===== src/rtl/icache_fill_ctrl.sv =====
// Direct-mapped instruction cache with integrated line-refill FSM.
// Latency: hits return in the same cycle; a miss costs 4*(W+1) FILL + 1 WRITE cycles, then replays as a hit.
// Backpressure: fetch is held with if_stall while a miss is serviced; memory paces the fill with mem_rdy.
//
// Ports:
//   clk, rst                 clock, synchronous active-low reset
//   if_req, if_addr          fetch request and word address (held by fetch while stalled)
//   flush                    one-cycle pulse, invalidates every line
//   if_instr, if_valid       hit data (zero when not a hit) and hit strobe
//   if_stall                 fetch must hold its PC
//   mem_re, mem_addr         word read request towards memory
//   mem_rdata, mem_rdy       read data, captured on the cycle mem_rdy is high
module icache_fill_ctrl #(
  parameter int ADDR_W         = 16,
  parameter int DATA_W         = 16,
  parameter int NUM_LINES      = 16,
  parameter int WORDS_PER_LINE = 4
) (
  input  logic              clk,
  input  logic              rst,
  input  logic              if_req,
  input  logic [ADDR_W-1:0] if_addr,
  input  logic              flush,
  output logic [DATA_W-1:0] if_instr,
  output logic              if_valid,
  output logic              if_stall,
  output logic              mem_re,
  output logic [ADDR_W-1:0] mem_addr,
  input  logic [DATA_W-1:0] mem_rdata,
  input  logic              mem_rdy
);

  localparam int OFF_W  = $clog2(WORDS_PER_LINE);
  localparam int IDX_W  = $clog2(NUM_LINES);
  localparam int TAG_W  = ADDR_W - IDX_W - OFF_W;
  localparam int BASE_W = ADDR_W - OFF_W;

  typedef enum logic [1:0] {
    S_IDLE  = 2'd0,
    S_FILL  = 2'd1,
    S_WRITE = 2'd2
  } state_t;

  state_t r_state;
  state_t w_state_nxt;

  // Storage arrays: only the valid bits are reset.
  logic [NUM_LINES-1:0] r_valid;
  logic [TAG_W-1:0]     r_tag  [NUM_LINES];
  logic [DATA_W-1:0]    r_data [NUM_LINES][WORDS_PER_LINE];

  // Refill context: line base address, word counter, staging buffer.
  logic [BASE_W-1:0] r_base;
  logic [OFF_W-1:0]  r_cnt;
  logic [DATA_W-1:0] r_buf [WORDS_PER_LINE];
  logic              r_flush_pend;

  logic [IDX_W-1:0] w_idx;
  logic [OFF_W-1:0] w_off;
  logic [TAG_W-1:0] w_tag;
  logic             w_hit;
  logic             w_miss;
  logic             w_last;
  logic [IDX_W-1:0] w_fill_idx;
  logic [TAG_W-1:0] w_fill_tag;

  assign w_idx      = if_addr[OFF_W +: IDX_W];
  assign w_off      = if_addr[OFF_W-1:0];
  assign w_tag      = if_addr[ADDR_W-1 -: TAG_W];
  assign w_hit      = (r_state == S_IDLE) && if_req && r_valid[w_idx] && (r_tag[w_idx] == w_tag);
  assign w_miss     = (r_state == S_IDLE) && if_req && !w_hit;
  assign w_last     = (r_cnt == OFF_W'(WORDS_PER_LINE - 1));
  assign w_fill_idx = r_base[IDX_W-1:0];
  assign w_fill_tag = r_base[BASE_W-1 -: TAG_W];

  // State register
  always_ff @(posedge clk) begin
    if (!rst) begin
      r_state <= S_IDLE;
    end else begin
      r_state <= w_state_nxt;
    end
  end

  // Next-state logic
  always_comb begin
    w_state_nxt = r_state;
    case (r_state)
      S_IDLE:  if (w_miss) w_state_nxt = S_FILL;
      S_FILL:  if (mem_rdy && w_last) w_state_nxt = S_WRITE;
      S_WRITE: w_state_nxt = S_IDLE;
      default: w_state_nxt = S_IDLE;
    endcase
  end

  // Output logic
  always_comb begin
    if_instr = '0;
    if_valid = 1'b0;
    if_stall = 1'b0;
    mem_re   = 1'b0;
    mem_addr = '0;
    case (r_state)
      S_IDLE: begin
        if (w_hit) begin
          if_valid = 1'b1;
          if_instr = r_data[w_idx][w_off];
        end else if (if_req) begin
          if_stall = 1'b1;
        end
      end
      S_FILL: begin
        if_stall = 1'b1;
        mem_re   = 1'b1;
        mem_addr = {r_base, r_cnt};
      end
      S_WRITE: begin
        if_stall = 1'b1;
      end
      default: ;
    endcase
  end

  // Control state: valid bits, fill counter, deferred flush.
  always_ff @(posedge clk) begin
    if (!rst) begin
      r_valid      <= '0;
      r_cnt        <= '0;
      r_flush_pend <= 1'b0;
    end else begin
      case (r_state)
        S_IDLE: begin
          // Lookup this cycle already used the old valid bits.
          if (flush) r_valid <= '0;
          if (w_miss) r_cnt <= '0;
        end
        S_FILL: begin
          if (flush) r_flush_pend <= 1'b1;
          if (mem_rdy) r_cnt <= r_cnt + 1'b1;
        end
        S_WRITE: begin
          // A flush seen at any point during the refill overrides the install.
          if (flush || r_flush_pend) begin
            r_valid <= '0;
          end else begin
            r_valid[w_fill_idx] <= 1'b1;
          end
          r_flush_pend <= 1'b0;
        end
        default: ;
      endcase
    end
  end

  // Datapath: base capture, word staging and line install (no reset needed,
  // but gated so a reset edge never installs a partial line).
  always_ff @(posedge clk) begin
    if (rst) begin
      if (w_miss) begin
        r_base <= if_addr[ADDR_W-1:OFF_W];
      end
      if ((r_state == S_FILL) && mem_rdy) begin
        r_buf[r_cnt] <= mem_rdata;
      end
      if (r_state == S_WRITE) begin
        r_tag[w_fill_idx] <= w_fill_tag;
        for (int w = 0; w < WORDS_PER_LINE; w++) begin
          r_data[w_fill_idx][w] <= r_buf[w];
        end
      end
    end
  end

endmodule

===== config.mk =====
export PLATFORM = sky130hd
export DESIGN_NAME = icache_fill_ctrl
export DESIGN_NICKNAME = d
export VERILOG_FILES = /design/src/rtl/icache_fill_ctrl.sv
export SDC_FILE = /design/constraint.sdc
export NUM_CORES = 1
export LEC_CHECK = 0
export BUFFER_PORTS_ARGS = -buffer_cell sky130_fd_sc_hd__buf_4
export CAP_MARGIN = 20
export CORE_MARGIN = 2
export CORE_UTILIZATION = 50
export CTS_BUF_LIST = sky130_fd_sc_hd__clkbuf_4 sky130_fd_sc_hd__clkbuf_8 sky130_fd_sc_hd__clkbuf_16
export CTS_CLUSTER_SIZE = 12
export DETAILED_ROUTE_END_ITERATION = 8
export HOLD_SLACK_MARGIN = 0.05
export PLACE_DENSITY = 0.66
export SYNTH_ARGS = -nofsm -noshare
export SYNTH_HDL_FRONTEND = slang
export SYNTH_SLANG_ARGS = --single-unit
export TNS_END_PERCENT = 30

===== constraint.sdc =====
create_clock -name clk -period 22.2 [get_ports clk]
set_clock_uncertainty 0.15 [all_clocks]
set_input_delay 2.22 -clock clk [delete_from_list [all_inputs] [get_ports clk]]
set_output_delay 2.22 -clock clk [all_outputs]
set_load 0.005 [all_outputs]

==> flow_metrics.py <==
metrics = {
    "timing": {
        "post-route-period-util": 0.412,
        "min_period_ns": 9.14,
        "slew_violations": 0,
        "rsz0062_at_grt": "false",
        "max_freq_mhz": 109,
        "relSlewSlack": 0.274,
        "worstMarginPinSlew_ns": 1.09,
        "setup_tns_ns": 0,
        "setup_viol_count_final": 0,
        "hold_ws_ns": 0.320,
        "hold_viol": 0,
    },
    "clock_tree": {
        "htreeDepth": 4,
        "clock_path_buffers": 3,
        "cts_buffers": 133,
        "cts_resized": 0,
        "clock_sinks": 1283,
        "root_buffer": "clkbuf_16",
        "clk_latency_ns": 0.72,
        "cts_tree": "built",
        "cts_hold_buf": 0,
        "cts_setup_buffers": 0,
        "path_clk_slew_ns": 0.06,
    },
    "power": {
        "seq_power_share": 0.542,
        "power.density_mw_per_mm2": 88.4,
        "irDropWorstVdd_mv": 0.0587,
        "swShare": 0.197,
        "intPower_mw": 3.91,
        "power.switching_uw": 959,
        "p_comb_frac": 0.036,
        "clkPwrFrac": 0.422,
        "p_leak_nw": 17.2,
    },
    "layout": {
        "fillers": 6856,
        "drive_above_1_share": 0.313,
        "register_area_sq_mm": 0.0383,
        "multiInputGateArea_sq_mm": 0.0102,
        "final_cell_mix": "1262 x edfxtp_1, 364 x mux4_2, 136 x clkbuf_16",
        "area_growth_pct": 12.3,
        "diodes": 0,
        "final_core_util": 0.568,
        "num-nets-final": 2218,
        "mostFrequentLayoutCell": "edfxtp_1",
    },
    "synthesis": {
        "synth-main-ff-cell": "edfxtp_1",
        "yosysUniqueCellTypes": 54,
        "synth_fa_ha_area_frac": 0.00204,
        "yosys.area_share.simple": 0.0157,
        "synth_enable_flop_cells": 1262,
        "postSynthAreaPerCell_sq_um": 24.2,
        "synth-xor-area-share": 0.00268,
        "synthArstFlopShare": 0,
        "synthCells": 2027,
        "synth-compound-area-share": 0.00748,
        "synth_top_family_by_area": "multiplexers",
        "yosys_warnings": 0,
        "ys_seq_elements": 1283,
        "synth_nets": 2072,
        "syn_area_sq_mm": 0.0490,
        "muxShareOfSynthArea": 0.178,
        "yosysSeqAreaShare": 0.782,
    },
    "place": {
        "io_buffers": 71,
        "gp_congestion": 0.757,
        "dp_hpwl_mm": 51.6,
    },
    "run_status": {
        "outcome": "finished clean",
    },
    "routing": {
        "wl_per_cell_um": 29.9,
        "num_vias": 21792,
        "drt-total-wl_mm": 105,
        "antenna_left": 0,
        "vias_per_cell": 6.18,
        "drt_iter0_drc": 2700,
        "drtPass1Iterations": 5,
        "drc": 0,
    },
    "floorplan": {
        "core_region_area_sq_mm": 0.0970,
        "die_area_sq_mm": 0.101,
        "start_util": 0.505,
        "fp.dieH_um": 317,
        "die_w_um": 317,
        "rows": 114,
        "num_io_pins": 72,
    },
    "worst_setup_path": {
        "path_class": "in -> out",
        "path_max_fanout": 38,
        "arrival_ns": 6.77,
        "end_kind": "primary output",
        "critical_path_required_ns": 19.83,
        "critPathLaunchType": "input port",
    },
    "global_route": {
        "antenna_found_initial": 3,
        "grt_max_degree": 147,
        "grt_pass1_wl_mm": 153,
        "gr-usage-all-layers": 0.213,
        "grt_pass1_vias": 22926,
        "grt-ovfl-total": 0,
    },
    "worst_hold_path": {
        "hold_class": "reg -> reg",
    },
    "flow_run": {
        "drv_cap": 0,
    },
}
metrics by stage:
stage / worst slack, ns / instances / total power [mW] / area [sq um]
global route: 12.75 / 3526 / 5.01 / 55100
finish: 13.06 / 3526 / 4.87 / 55100
floorplan: 13.53 / 2027 / 2.82 / 49000
global placement: 13.04 / 3314 / 2.87 / 51100
CTS: 12.99 / 3526 / 4.91 / 55100
detailed placement: 13.01 / 3314 / 2.87 / 51100
critical path: stages:
cell,delay (ns)
buf_4,0.70
clkinv_1,0.99
and4_1,0.53
nor4_1,0.32
mux2_2,0.38
a211oi_1,0.29
nand4_2,0.55
buf_4,0.44
nor2b_1,0.17
buf_4,0.13
worst paths after layout:
| check | from | endpoint | slack, ns | cells past startpoint |
|---|---|---|---|---|
| worst max-delay path | if_addr[5] | if_instr[8] | 13.06 | 10 |
| worst min-delay path | r_valid[11] | r_valid[11] | 0.32 | 2 |
| worst max register to register | r_state[1] | r_tag[2][9] | 18.23 | 5 |
| worst min register to register | r_valid[11] | r_valid[11] | 0.32 | 2 |
power by group through the flow:
stage	clock [mW]	sequential (mW)	combinational, mW
after floorplan	0	2.69	0.129
after global placement	0	2.69	0.176
after detailed placement	0	2.69	0.179
after CTS	2.09	2.64	0.180
after global routing	2.18	2.64	0.188
final	2.05	2.64	0.176
state kept, by name, indices dropped and copies added, names as in the netlist:
name,count
r_state,2
r_data,1024
r_tag,160
r_flush_pend,1
r_buf,64
r_base,14
r_valid,16
r_cnt,2
layer usage:
layer / wire [um] / global-route usage / part of all wire / vias to the layer above
met5: 18 / 0 / 0.00017 / -
met4: 1950 / 0.0602 / 0.018 / 4
met3: 7380 / 0.0384 / 0.070 / 129
met2: 52100 / 0.342 / 0.49 / 881
met1: 43800 / 0.306 / 0.42 / 11802
li1: - / - / - / 8976
area by class of cell:
cell class / count / area share
Sequential cell: 1283 / 0.696
Multi-Input combinational cell: 630 / 0.186
Clock buffer: 180 / 0.0680
Tap cell: 1276 / 0.0290
Timing Repair Buffer: 115 / 0.0165
Clock inverter: 32 / 0.00445
Inverter: 10 / 0.000682
cell usage after synthesis (3+ instances only):
| master | n | area share |
|---|---|---|
| xor2_1 | 9 | 0.0016 |
| and2_1 | 17 | 0.0022 |
| edfxtp_1 | 1262 | 0.77 |
| buf_2 | 39 | 0.0040 |
| buf_1 | 10 | 0.00077 |
| mux4_1 | 3 | 0.0016 |
| nor2_1 | 41 | 0.0031 |
| a31oi_1 | 6 | 0.00077 |
| a21oi_1 | 14 | 0.0014 |
| buf_4 | 4 | 0.00061 |
| inv_1 | 8 | 0.00061 |
| ha_1 | 8 | 0.0020 |
| nor3b_1 | 7 | 0.0011 |
| nand3_1 | 7 | 0.00071 |
| xnor2_1 | 6 | 0.0011 |
| o21ai_0 | 3 | 0.00031 |
| a221oi_1 | 5 | 0.00089 |
| clkbuf_1 | 38 | 0.0029 |
| mux2_2 | 8 | 0.0018 |
| mux2i_1 | 37 | 0.0076 |
| nand2_1 | 15 | 0.0011 |
| o22ai_1 | 5 | 0.00064 |
| nand2b_1 | 4 | 0.00051 |
| nor3_1 | 9 | 0.00092 |
| buf_6 | 12 | 0.0028 |
| mux4_2 | 364 | 0.17 |
| nand4_1 | 6 | 0.00077 |
| a32o_1 | 3 | 0.00061 |
| nor4_1 | 3 | 0.00038 |
| nor2b_1 | 21 | 0.0027 |
| dfxtp_1 | 21 | 0.0086 |
cell families (layout without fill, tap and decap cells):
family | after synthesis | in the layout
flops | 1283 | 1283
mux | 412 | 412
simple gates | 143 | 143
buf+inv | 114 | 337
compound gates | 52 | 52
xor+xnor | 15 | 15
fa+ha+maj | 8 | 8
No activity file was read; power rests on OpenSTA's default activity.
